--- src/rtl/hcsr04_ctrl.sv ---
`timescale 1ns/1ps
// hcsr04_ctrl: HC-SR04 ranging sequencer (TRIG pulse, echo wait, minimum period).
// Optional macro HCSR04_AVG_EN: publish the truncated mean of every 4 accepted echoes.
module hcsr04_ctrl #(
    parameter int unsigned TRIG_TICKS   = 500,
    parameter int unsigned ARM_TIMEOUT  = 100000,
    parameter int unsigned PERIOD_TICKS = 3000000
) (
    input  logic        clk,
    input  logic        rst_n,
    input  logic        start,
    input  logic        continuous,
    output logic        trig,
    input  logic [20:0] meas_ticks,
    input  logic        meas_valid,
    input  logic        meas_timeout,
    input  logic        meas_busy,
    output logic [20:0] result_ticks,
    output logic        result_valid,
    output logic        result_err,
    output logic        ctrl_busy
);
    typedef enum logic [2:0] {S_IDLE, S_TRIG, S_ARM, S_ECHO, S_HOLDOFF} state_t;

    // All phase timing is measured from the TRIG rising edge on one counter.
    localparam logic [21:0] C_TRIG_END = 22'(TRIG_TICKS - 1);
    localparam logic [21:0] C_ARM_END  = 22'(TRIG_TICKS + ARM_TIMEOUT - 1);
    localparam logic [21:0] C_PER_END  = 22'(PERIOD_TICKS - 1);

    state_t      r_state;
    state_t      w_state_nxt;
    logic [21:0] r_per_cnt;
    logic        r_trig;
    logic        r_valid;
    logic        r_err;
    logic [20:0] r_ticks;
    logic        w_accept;
    logic        w_fail;
    logic        w_trig_start;

    always_ff @(posedge clk or negedge rst_n) begin
        if (!rst_n) r_state <= S_IDLE;
        else        r_state <= w_state_nxt;
    end

    always_comb begin
        w_state_nxt = r_state;
        case (r_state)
            S_IDLE:    if (start || continuous) w_state_nxt = S_TRIG;
            S_TRIG:    if (r_per_cnt == C_TRIG_END) w_state_nxt = S_ARM;
            S_ARM: begin
                if (meas_valid)                   w_state_nxt = S_HOLDOFF;
                else if (meas_busy)               w_state_nxt = S_ECHO;
                else if (r_per_cnt == C_ARM_END)  w_state_nxt = S_HOLDOFF;
            end
            S_ECHO:    if (meas_valid || meas_timeout) w_state_nxt = S_HOLDOFF;
            S_HOLDOFF: if (r_per_cnt >= C_PER_END) w_state_nxt = continuous ? S_TRIG : S_IDLE;
            default:   w_state_nxt = S_IDLE;
        endcase
    end

    always_comb begin
        w_accept = 1'b0;
        w_fail   = 1'b0;
        case (r_state)
            S_ARM: begin
                w_accept = meas_valid;
                w_fail   = !meas_valid && !meas_busy && (r_per_cnt == C_ARM_END);
            end
            S_ECHO: begin
                w_accept = meas_valid;
                w_fail   = !meas_valid && meas_timeout;
            end
            default: ;
        endcase
    end

    assign w_trig_start = (w_state_nxt == S_TRIG) && (r_state != S_TRIG);

    always_ff @(posedge clk or negedge rst_n) begin
        if (!rst_n) begin
            r_per_cnt <= '0;
            r_trig    <= 1'b0;
            r_err     <= 1'b0;
        end else begin
            r_trig <= (w_state_nxt == S_TRIG);
            r_err  <= w_fail;
            if (w_trig_start)
                r_per_cnt <= '0;
            else if ((r_state != S_IDLE) && (r_per_cnt != '1))
                r_per_cnt <= r_per_cnt + 22'd1;
        end
    end

`ifdef HCSR04_AVG_EN
    logic [22:0] r_acc;
    logic [1:0]  r_nsamp;
    logic [22:0] w_sum;

    assign w_sum = r_acc + {2'b00, meas_ticks};

    always_ff @(posedge clk or negedge rst_n) begin
        if (!rst_n) begin
            r_acc   <= '0;
            r_nsamp <= '0;
            r_ticks <= '0;
            r_valid <= 1'b0;
        end else begin
            r_valid <= 1'b0;
            if (w_fail) begin
                r_acc   <= '0;
                r_nsamp <= '0;
            end else if (w_accept) begin
                // Sample count wraps to zero on the fourth sample, restarting the window.
                r_nsamp <= r_nsamp + 2'd1;
                if (r_nsamp == 2'd3) begin
                    r_ticks <= w_sum[22:2];
                    r_valid <= 1'b1;
                    r_acc   <= '0;
                end else begin
                    r_acc <= w_sum;
                end
            end
        end
    end
`else
    always_ff @(posedge clk or negedge rst_n) begin
        if (!rst_n) begin
            r_ticks <= '0;
            r_valid <= 1'b0;
        end else begin
            r_valid <= w_accept;
            if (w_accept) r_ticks <= meas_ticks;
        end
    end
`endif

    assign trig         = r_trig;
    assign result_ticks = r_ticks;
    assign result_valid = r_valid;
    assign result_err   = r_err;
    assign ctrl_busy    = (r_state != S_IDLE);
endmodule

--- config.mk ---
export PLATFORM = sky130hd
export DESIGN_NAME = hcsr04_ctrl
export DESIGN_NICKNAME = d
export VERILOG_FILES = /design/src/rtl/hcsr04_ctrl.sv
export SDC_FILE = /design/constraint.sdc
export NUM_CORES = 1
export LEC_CHECK = 0
export BUFFER_PORTS_ARGS = -buffer_cell sky130_fd_sc_hd__buf_2
export CORE_MARGIN = 5
export CORE_UTILIZATION = 51
export CTS_BUF_LIST = sky130_fd_sc_hd__clkbuf_8
export CTS_CLUSTER_SIZE = 28
export DETAILED_ROUTE_END_ITERATION = 10
export GPL_ROUTABILITY_DRIVEN = 0
export PLACE_DENSITY = 0.79
export SYNTH_ARGS = -nofsm -noshare
export SYNTH_HDL_FRONTEND = slang
export SYNTH_SLANG_ARGS = --single-unit
--- constraint.sdc ---
create_clock -name clk -period 1.7 [get_ports clk]
set_input_delay 0.17 -clock clk [delete_from_list [all_inputs] [get_ports clk]]
set_output_delay 0.17 -clock clk [all_outputs]
set_load 0.05 [all_outputs]
==> results_dict.tcl, run 1 <==
set metrics [dict create \
    status "finished, violations left" \
    violations "negative setup slack" \
    crit_fanout 11 \
    finalMaxSlewViolations 0 \
    initial_core_util 0.520 \
    nets 357 \
    ys.warnings.count 0 \
    yosysSeqAreaShare 0.506 \
    worst_pin_slew_ns 0.344 \
    die_h_um 79.0 \
    power_leakage_nw 1.72 \
    finalSetupViolations 24 \
    pwr-share-seq 0.405 \
    drc 0 \
    rr_endpoint "r_per_cnt[16]$_DFFE_PN0P_" \
    hold_viol 0 \
    synthArstFlopShare 1.00 \
    period_share 1.11 \
    ant_nets 0 \
    synth_nets 251 \
    grt_antenna_before_repair 0 \
    grt_max_degree 50 \
    clock_latency_ns 0.31 \
    fmax_mhz 528 \
    avgViaCountPerCell 5.73 \
    drtIter0Drc 126 \
    overflow 0 \
    wl_um 7050 \
    fin_ws_ns -0.193 \
    crit_arrival_ns 2.13 \
    cts_buffer_depth 2 \
    p_sw_mw 1.34 \
    synth_top_area_share 0.506 \
    hold_path_class "in -> reg" \
    yosysMostFrequentCell "dfrtp_1" \
    grt_pass1_wl_um 10900 \
    critPathRequiredTime_ns 1.94 \
    tns_ns -3.45 \
    grt_setup_unrepaired "true" \
    cts-htree-levels 2 \
    cts_tree "built" \
    ir_drop_mv 0.937 \
    power_frac_comb 0.370 \
    timing.reg2reg.setup_slack_ns -0.19 \
    track_usage 0.226 \
    p_per_area_nw_per_um2 1110 \
    synth_seq_cells 49 \
    reg2reg_depth 7 \
    io_buffers 52 \
    worstHoldStart "meas_ticks[0]" \
    synth_ff_type "dfrtp_1" \
    crit_type "reg -> reg" \
    synth_common_cells "dfrtp_1, nor2_1, mux2_2, nand3_1, xor2_1" \
    power.internal_mw 2.48 \
    cts_root_buf "clkbuf_8" \
    die_area_um2 6230 \
    cap_violations 0 \
    yosys-top-cells-area "dfrtp_1, mux2_2, nor2_1" \
    die_w_um 79.0 \
    clk_pin_slew_ns 0.10 \
    row_count 25 \
    worst_setup_path_start_kind "register" \
    ios 53 \
    synth_edf_count 0 \
    dpl.hpwl_um 4570 \
    synth_cells 222 \
    layout_min_cycle_time_ns 1.89 \
    cts_buffers 5 \
    grt_pass1_vias 2223 \
    yosysTopAreaCell "dfrtp_1" \
    syn_area_um2 2420 \
    drt-wirelength-per-cell_um 18.4 \
    syn_area_per_cell_um2 10.9 \
    clock_power_share 0.224 \
    timing.hold.ws_ns 0.0833 \
    core_area_um2 4660 \
    drive_gt1_frac 0.523 \
    worst_setup_path_end_kind "register" \
    cts.sinks 49 \
    synth_cell_type_count 46 \
    min_path_cells 2 \
    netSwitchingFraction 0.351 \
    slew_headroom 0.768 \
    r2r_start "r_per_cnt[12]$_DFFE_PN0P_" \
    first_pass_iters 4 \
    worst_clock_skew_ns 0.00908 \
    vias 2193 \
    holdPathEnd "result_ticks[0]$_DFFE_PN0P_" \
    synthToLayoutAreaGrowth_pct 42.2 \
    antennaDiodeCount 0 \
]
[kinds of logic after synthesis]
group	share of synthesized area
AOI/OAI and AO/OA	0.0573
DFF	0.506
and+or+nand+nor	0.228
xor gates and xnor gates	0.0686
muxes	0.106
buffers and inverters	0.0294
adders and majority gates	0.00516
[critical path: stages, from the launching register on]
cell and delay, ns:
dfrtp_1 0.41, nor4_2 0.31, o31ai_1 0.09, a41o_1 0.24, and3_4 0.20, o22a_4 0.26, clkbuf_16 0.18, nor2_1 0.12
[stage by stage]
stage / power, mW / worst slack [ns] / std cells / util / instance area [um2]
2_1_floorplan: 2.19 / -0.0242 / 222 / - / 2440
4_1_cts: 3.70 / -0.162 / 379 / 0.718 / 3350
6_report: 3.82 / -0.193 / 383 / 0.740 / 3450
5_1_grt: 4.01 / -0.239 / 383 / 0.740 / 3450
3_3_place_gp: 2.70 / -0.173 / 368 / 0.668 / 3120
3_5_place_dp: 2.75 / -0.256 / 368 / 0.668 / 3120
[cell usage in the layout, fill, tap and decap left out, drive strengths merged, types with 2 or more instances in the layout]
master	count
and4	4
nand2b	2
nor3b	2
and2	3
mux2	21
o21ai	4
clkbuf	6
mux2i	2
nor3	4
and3	7
nand3	13
dfrtp	49
xor2	12
nand2	12
buf	106
nor2b	4
nor2	29
a21oi	3
nand4	9
a211oi	2
nor4	5
inv	6
xnor2	7
a31oi	3
[repair_timing]
action,in CTS,in global routing
gates cloned,0,1
gates resized for setup,19,15
setup endpoints to repair,28,28
pin swaps,4,7
setup buffers,2,3
hold buffers,1,0
endpoints found under the hold margin,49,0
[how the worst max path moves through the flow]
stage | from | endpoint | slack [ns]
finish | r_per_cnt[12]$_DFFE_PN0P_ | r_per_cnt[16]$_DFFE_PN0P_ | -0.19
CTS | r_per_cnt[12]$_DFFE_PN0P_ | r_per_cnt[2]$_DFFE_PN0P_ | -0.16
floorplan | r_state[0]$_DFF_PN0_ | r_per_cnt[13]$_DFFE_PN0P_ | -0.02
global route | r_per_cnt[13]$_DFFE_PN0P_ | r_per_cnt[2]$_DFFE_PN0P_ | -0.24
detailed placement | r_per_cnt[1]$_DFFE_PN0P_ | r_per_cnt[1]$_DFFE_PN0P_ | -0.26
global placement | r_per_cnt[12]$_DFFE_PN0P_ | r_state[1]$_DFF_PN0_ | -0.17
[power groups by stage]
stage / clock (mW) / sequential (mW) / combinational, mW
2_1_floorplan: 0 / 1.67 / 0.527
3_3_place_gp: 0 / 1.52 / 1.18
3_5_place_dp: 0 / 1.53 / 1.22
4_1_cts: 0.867 / 1.53 / 1.30
5_1_grt: 0.926 / 1.57 / 1.51
6_report: 0.858 / 1.55 / 1.42
[metal layers]
metal | wire length, um | GRT usage
met3 | 296 | 0.0442
met1 | 2680 | 0.265
met2 | 3890 | 0.406
met5 | 0 | 0
met4 | 189 | 0.0876
[flip-flops by register name (all words and copies together), names as in the netlist]
| signal | count |
|---|---|
| result_ticks | 21 |
| r_state | 3 |
| r_per_cnt | 22 |
| result_err | 1 |
| trig | 1 |
| result_valid | 1 |
[final cells by class]
type / instances / area, um2
inverter: 5 / 21.3
timing repair buffer: 108 / 738
fill: 309 / 1210
clock inverter: 3 / 43.8
multi-input combinational: 159 / 1280
clock buffer: 5 / 68.8
tap: 54 / 67.6
sequential: 49 / 1230
(Power assumes the default switching activity.)
==> run 2: changes to the inputs <==
ABC_AREA = 1   (was not set)
CELL_PAD_IN_SITES_DETAIL_PLACEMENT = 2   (was not set)
CELL_PAD_IN_SITES_GLOBAL_PLACEMENT = 2   (was not set)
CORE_UTILIZATION = 28   (was 51)
PLACE_DENSITY = not set   (was 0.79)
PLACE_DENSITY_LB_ADDON = 0.1   (was not set)
==> results_dict.tcl, run 2 <==
set metrics [dict create \
    synth_common_cells "nand2_1, inv_1, dfrtp_1, nor2_1, nand3_1" \
    worst_setup_path_start_kind "register" \
    yosys-top-cells-area "dfrtp_1, nand2_1, inv_1" \
    p_per_area_nw_per_um2 788 \
    status "finished, violations left" \
    track_usage 0.184 \
    fin_ws_ns -0.294 \
    synth_top_area_share 0.436 \
    power.internal_mw 2.12 \
    clk_pin_slew_ns 0.10 \
    syn_area_per_cell_um2 6.96 \
    grt_antenna_before_repair 0 \
    finalSetupViolations 23 \
    die_area_um2 12100 \
    violations "negative setup slack" \
    dp.cells 641 \
    drc 0 \
    p_sw_mw 1.10 \
    crit_top_cell "nand2_1" \
    multi_input_area_um2 1430 \
    clock_latency_ns 0.31 \
    cap_violations 0 \
    crit_type "reg -> reg" \
    nets 560 \
    yosysTopAreaCell "dfrtp_1" \
    antennaDiodeCount 0 \
    layout_min_cycle_time_ns 1.99 \
    grt_max_degree 50 \
    cts-htree-levels 2 \
    final_cells 665 \
    row_count 36 \
    reg2reg_depth 13 \
    overflow 0 \
    worstHoldStart "meas_ticks[14]" \
    power_leakage_nw 2.24 \
    crit_arrival_ns 2.20 \
    vias 3066 \
    slew_headroom 0.777 \
    worstPathCellList "ha_4 > inv_4 > nor2_4 > nand2_2 > nor2_4 > nand3_2 > nand2_1 > nand2_1 > a21oi_2 > nand3_4 > clkbuf_16 > nand3_1 > nand2_1" \
    hold_path_class "in -> reg" \
    io_buffers 52 \
    r2r_start "r_per_cnt[1]$_DFFE_PN0P_" \
    synthToLayoutAreaGrowth_pct 45.5 \
    timing.hold.ws_ns 0.0521 \
    avgViaCountPerCell 4.61 \
    cts_buffers 5 \
    synth_seq_cells 49 \
    slowest_stage "dfrtp_1" \
    die_h_um 110 \
    final_cell_mix "nand2_1, buf_4, inv_1" \
    seq_area_um2 1230 \
    synthArstFlopShare 1.00 \
    largest_reg_flops 22 \
    critPathRequiredTime_ns 1.91 \
    hold_viol 0 \
    period_share 1.17 \
    power_frac_comb 0.308 \
    drt-wirelength-per-cell_um 16.8 \
    initial_core_util 0.288 \
    final_util 0.418 \
    grt_setup_unrepaired "true" \
    ys.warnings.count 0 \
    netSwitchingFraction 0.343 \
    yosysSeqAreaShare 0.436 \
    ios 53 \
    worst_clock_skew_ns 0.00748 \
    ir_drop_mv 0.448 \
    cp_slowest_stage_delay_ns 0.42 \
    dpl.hpwl_um 8070 \
    final_common_cell "nand2_1" \
    synth_nets 433 \
    cts_buffer_depth 2 \
    fmax_mhz 501 \
    worst_setup_path_end_kind "register" \
    min_path_cells 3 \
    cp-startpoint "r_per_cnt[1]$_DFFE_PN0P_" \
    wl_um 11200 \
    worst_pin_slew_ns 0.331 \
    synth_ff_type "dfrtp_1" \
    die_w_um 110 \
    clock_power_share 0.270 \
    ant_nets 0 \
    path_buf_inv 2 \
    synth_edf_count 0 \
    drtIter0Drc 90 \
    core_area_um2 9770 \
    top_register "r_per_cnt" \
    grt_pass1_vias 3330 \
    pwr-share-seq 0.422 \
    grt_pass1_wl_um 17100 \
    synth_cells 404 \
    crit_fanout 10 \
    first_pass_iters 4 \
    cts_tree "built" \
    finalMaxSlewViolations 0 \
    syn_area_um2 2810 \
    synth_cell_type_count 28 \
    cp.depth 13 \
    cts_root_buf "clkbuf_8" \
    cts.sinks 49 \
    drive_gt1_frac 0.350 \
    path_delay_family "simple AND/OR/NAND/NOR gates" \
    fillCellCount 1180 \
    yosysMostFrequentCell "nand2_1" \
]
run 2: final timing paths:
| check | end | slack, ns |
|---|---|---|
| max | r_per_cnt[15]$_DFFE_PN0P_ | -0.29 |
| min | result_ticks[14]$_DFFE_PN0P_ | 0.05 |
| max reg2reg | r_per_cnt[15]$_DFFE_PN0P_ | -0.29 |
| min reg2reg | result_ticks[7]$_DFFE_PN0P_ | 0.48 |
| max in group asynchronous | r_state[1]$_DFF_PN0_ | 1.09 |
| min in group asynchronous | r_per_cnt[20]$_DFFE_PN0P_ | 0.36 |
run 2: power groups by stage:
stage                     clock network (mW)  logic [mW]  registers [mW]
final                                  0.869       0.993            1.36
after detailed placement                   0       0.789            1.37
after floorplan                            0       0.322            1.46
after global placement                     0       0.756            1.36
after global routing                   0.966        1.09            1.38
after CTS                              0.907       0.866            1.35
run 2: metrics by stage:
stage / power, mW / TNS [ns] / area (um2) / setup WS, ns
5_1_grt: 3.43 / -9.58 / 4090 / -0.444
3_5_place_dp: 2.16 / -4.16 / 3670 / -0.305
6_report: 3.22 / -5.79 / 4090 / -0.294
4_1_cts: 3.12 / -3.95 / 3890 / -0.219
3_3_place_gp: 2.12 / -2.43 / 3670 / -0.209
2_1_floorplan: 1.78 / 0 / 2810 / 0.0513
run 2: kinds of logic after synthesis:
kind of cell,count (synthesis),synth area share
AND/OR/NAND/NOR,264,0.406
XOR/XNOR,7,0.0218
buffers and inverters,73,0.107
adder cells (fa/ha/maj),1,0.00445
AO/OA/AOI/OAI,10,0.0249
flip-flops,49,0.436
run 2: per-layer routing:
metal  vias up  global-route usage  wire [um]
li1       1497                   -          -
met1      1503               0.231       4860
met2        53               0.334       5760
met3        13              0.0297        392
met4         0              0.0378        136
met5         -                   0          0
run 2: cell type report:
| class | count | area share |
|---|---|---|
| Multi-Input combinational cell | 283 | 0.350 |
| Sequential cell | 49 | 0.300 |
| Timing Repair Buffer | 127 | 0.218 |
| Inverter | 64 | 0.0621 |
| Tap cell | 133 | 0.0407 |
| Clock buffer | 5 | 0.0168 |
| Clock inverter | 3 | 0.0104 |
| Timing Repair inverter | 1 | 0.00184 |
run 2: timing repair:
item | CTS | global route
pin swaps | 5 | 10
gates resized for setup | 14 | 30
gates cloned | 1 | 3
endpoints found under the setup margin | 25 | 48
buffers inserted | 6 | 6
hold endpoints to repair | 49 | 0
hold buffers | 1 | 0
run 2: worst reg2reg max path: stages, from the launching register on:
cell	delay, ns
dfrtp_1	0.42
ha_4	0.18
inv_4	0.05
nor2_4	0.10
nand2_2	0.08
nor2_4	0.14
nand3_2	0.08
nand2_1	0.07
nand2_1	0.06
a21oi_2	0.20
nand3_4	0.16
clkbuf_16	0.21
nand3_1	0.07
nand2_1	0.06
==> run 3: changes to the inputs <==
CELL_PAD_IN_SITES_DETAIL_PLACEMENT = not set   (was 2)
CELL_PAD_IN_SITES_GLOBAL_PLACEMENT = not set   (was 2)
CORE_UTILIZATION = 52   (was 28)
PLACE_DENSITY = 0.79   (was not set)
PLACE_DENSITY_LB_ADDON = not set   (was 0.1)
==> results_dict.tcl, run 3 (synthesis results as in run 2) <==
set metrics [dict create \
    dp.cells 549 \
    largest_reg_flops 22 \
    worst_clock_skew_ns 0.00639 \
    power_leakage_nw 2.03 \
    crit_type "reg -> reg" \
    antennaDiodeCount 0 \
    violations "negative setup slack" \
    initial_core_util 0.543 \
    row_count 26 \
    cts_tree "built" \
    ant_nets 0 \
    cp-startpoint "r_per_cnt[9]$_DFFE_PN0P_" \
    timing.hold.ws_ns 0.0451 \
    avgViaCountPerCell 5.16 \
    clock_latency_ns 0.32 \
    ios 53 \
    timing.reg2reg.setup_slack_ns -0.14 \
    final_common_cell "nand2_1" \
    first_pass_iters 6 \
    reg2reg_depth 10 \
    worstHoldStart "meas_ticks[14]" \
    finalSetupViolations 22 \
    cts_buffers 5 \
    hold_path_class "in -> reg" \
    track_usage 0.220 \
    crit_fanout 10 \
    final_cells 565 \
    drc 0 \
    pre_cts_ws_ns -0.110 \
    wl_um 7610 \
    rr_endpoint "r_per_cnt[21]$_DFFE_PN0P_" \
    grt_pass1_vias 2825 \
    fin_ws_ns -0.144 \
    period_share 1.08 \
    ir_drop_mv 0.556 \
    top_register "r_per_cnt" \
    slowest_stage "dfrtp_1" \
    slew_headroom 0.594 \
    drtIter0Drc 335 \
    dpl.hpwl_um 5340 \
    fmax_mhz 542 \
    critPathRequiredTime_ns 1.92 \
    worst_setup_path_start_kind "register" \
    p_per_area_nw_per_um2 805 \
    tns_ns -2.63 \
    grt_setup_unrepaired "true" \
    final_util 0.697 \
    core_area_um2 5170 \
    clk_pin_slew_ns 0.10 \
    r2r_start "r_per_cnt[9]$_DFFE_PN0P_" \
    cts.sinks 49 \
    die_area_um2 6970 \
    cp_slowest_stage_delay_ns 0.49 \
    crit_end "r_per_cnt[21]$_DFFE_PN0P_" \
    status "finished, violations left" \
    worstPathCellList "nand2_1 > nor3_1 > nand3_1 > nand3_1 > nand2_1 > nand2_2 > nand3_4 > buf_12 > nand3_1 > nand2_1" \
    hold_viol 0 \
    min_path_cells 3 \
    drive_gt1_frac 0.281 \
    worst_setup_path_end_kind "register" \
    cts_root_buf "clkbuf_8" \
    finalMaxSlewViolations 0 \
    die_w_um 83.5 \
    grt_pass1_wl_um 12700 \
    synthToLayoutAreaGrowth_pct 28.3 \
    cap_violations 0 \
    final_cell_mix "nand2_1, inv_1, buf_2" \
    overflow 0 \
    nets 523 \
    vias 2918 \
    crit_arrival_ns 2.06 \
    grt_max_degree 50 \
    drt-wirelength-per-cell_um 13.5 \
    layout_min_cycle_time_ns 1.84 \
    die_h_um 83.5 \
    cts-htree-levels 2 \
    worst_pin_slew_ns 0.609 \
    grt_antenna_before_repair 0 \
    cts_buffer_depth 2 \
    io_buffers 52 \
]
==> run 3: changes by cell type in the layout (fill, tap and decap cells not counted), sizes merged <==
cell      delta
bufinv       -1
inv          +1
clkinvlp     -1
buf         -35
clkinv       -1
==> run 3: worst min-delay path by stage <==
| stage | to | slack [ns] |
|---|---|---|
| final | result_ticks[14]$_DFFE_PN0P_ | 0.05 |
| after global routing | result_ticks[7]$_DFFE_PN0P_ | 0.04 |
| after global placement | r_per_cnt[14]$_DFFE_PN0P_ | 0.31 |
| after detailed placement | r_per_cnt[16]$_DFFE_PN0P_ | 0.31 |
| after floorplan | r_per_cnt[0]$_DFFE_PN0P_ | -0.13 |
| after CTS | result_ticks[14]$_DFFE_PN0P_ | 0.04 |
==> run 3: worst max-delay path: cells and delay by family (launching register included) <==
family,cells,cell delay (ns)
buffers and inverters,1,0.17
DFF,1,0.49
and+or+nand+nor,9,1.08
==> run 3: timing repair <==
item,CTS,global route
endpoints found under the setup margin,22,25
setup buffers,4,1
hold buffers,1,0
pin swaps,5,6
resized for setup,6,19
cloned,1,2
hold endpoints to repair,49,0
==> run 3: power by group <==
part,switching [mW],internal [mW],leakage [nW]
Combinational,0.466,0.307,1.35
Sequential,0.0982,1.26,0.641
Clock,0.432,0.336,0.0478
==> run 3: cell type report <==
| type | count | area (um2) |
|---|---|---|
| inverters | 64 | 248 |
| repair buffers | 91 | 589 |
| fillers | 427 | 1570 |
| clock inverters | 2 | 16.3 |
| clock buffers | 6 | 82.6 |
| multi-input cells | 283 | 1360 |
| well taps | 70 | 87.6 |
| flip-flops and latches | 49 | 1230 |
==> run 3: metal layers <==
layer,vias up,global-route usage,part of all wire
met2,159,0.349,0.45
met4,0,0.0804,0.029
met1,1301,0.289,0.42
met3,26,0.0563,0.095
met5,-,0,0
li1,1432,-,-
==> run 3: stage by stage <==
stage	area [um2]	power, mW
floorplan	2810	1.78
global placement	3360	2.01
detailed placement	3360	2.03
CTS	3520	2.82
global route	3610	3.08
finish	3610	2.90
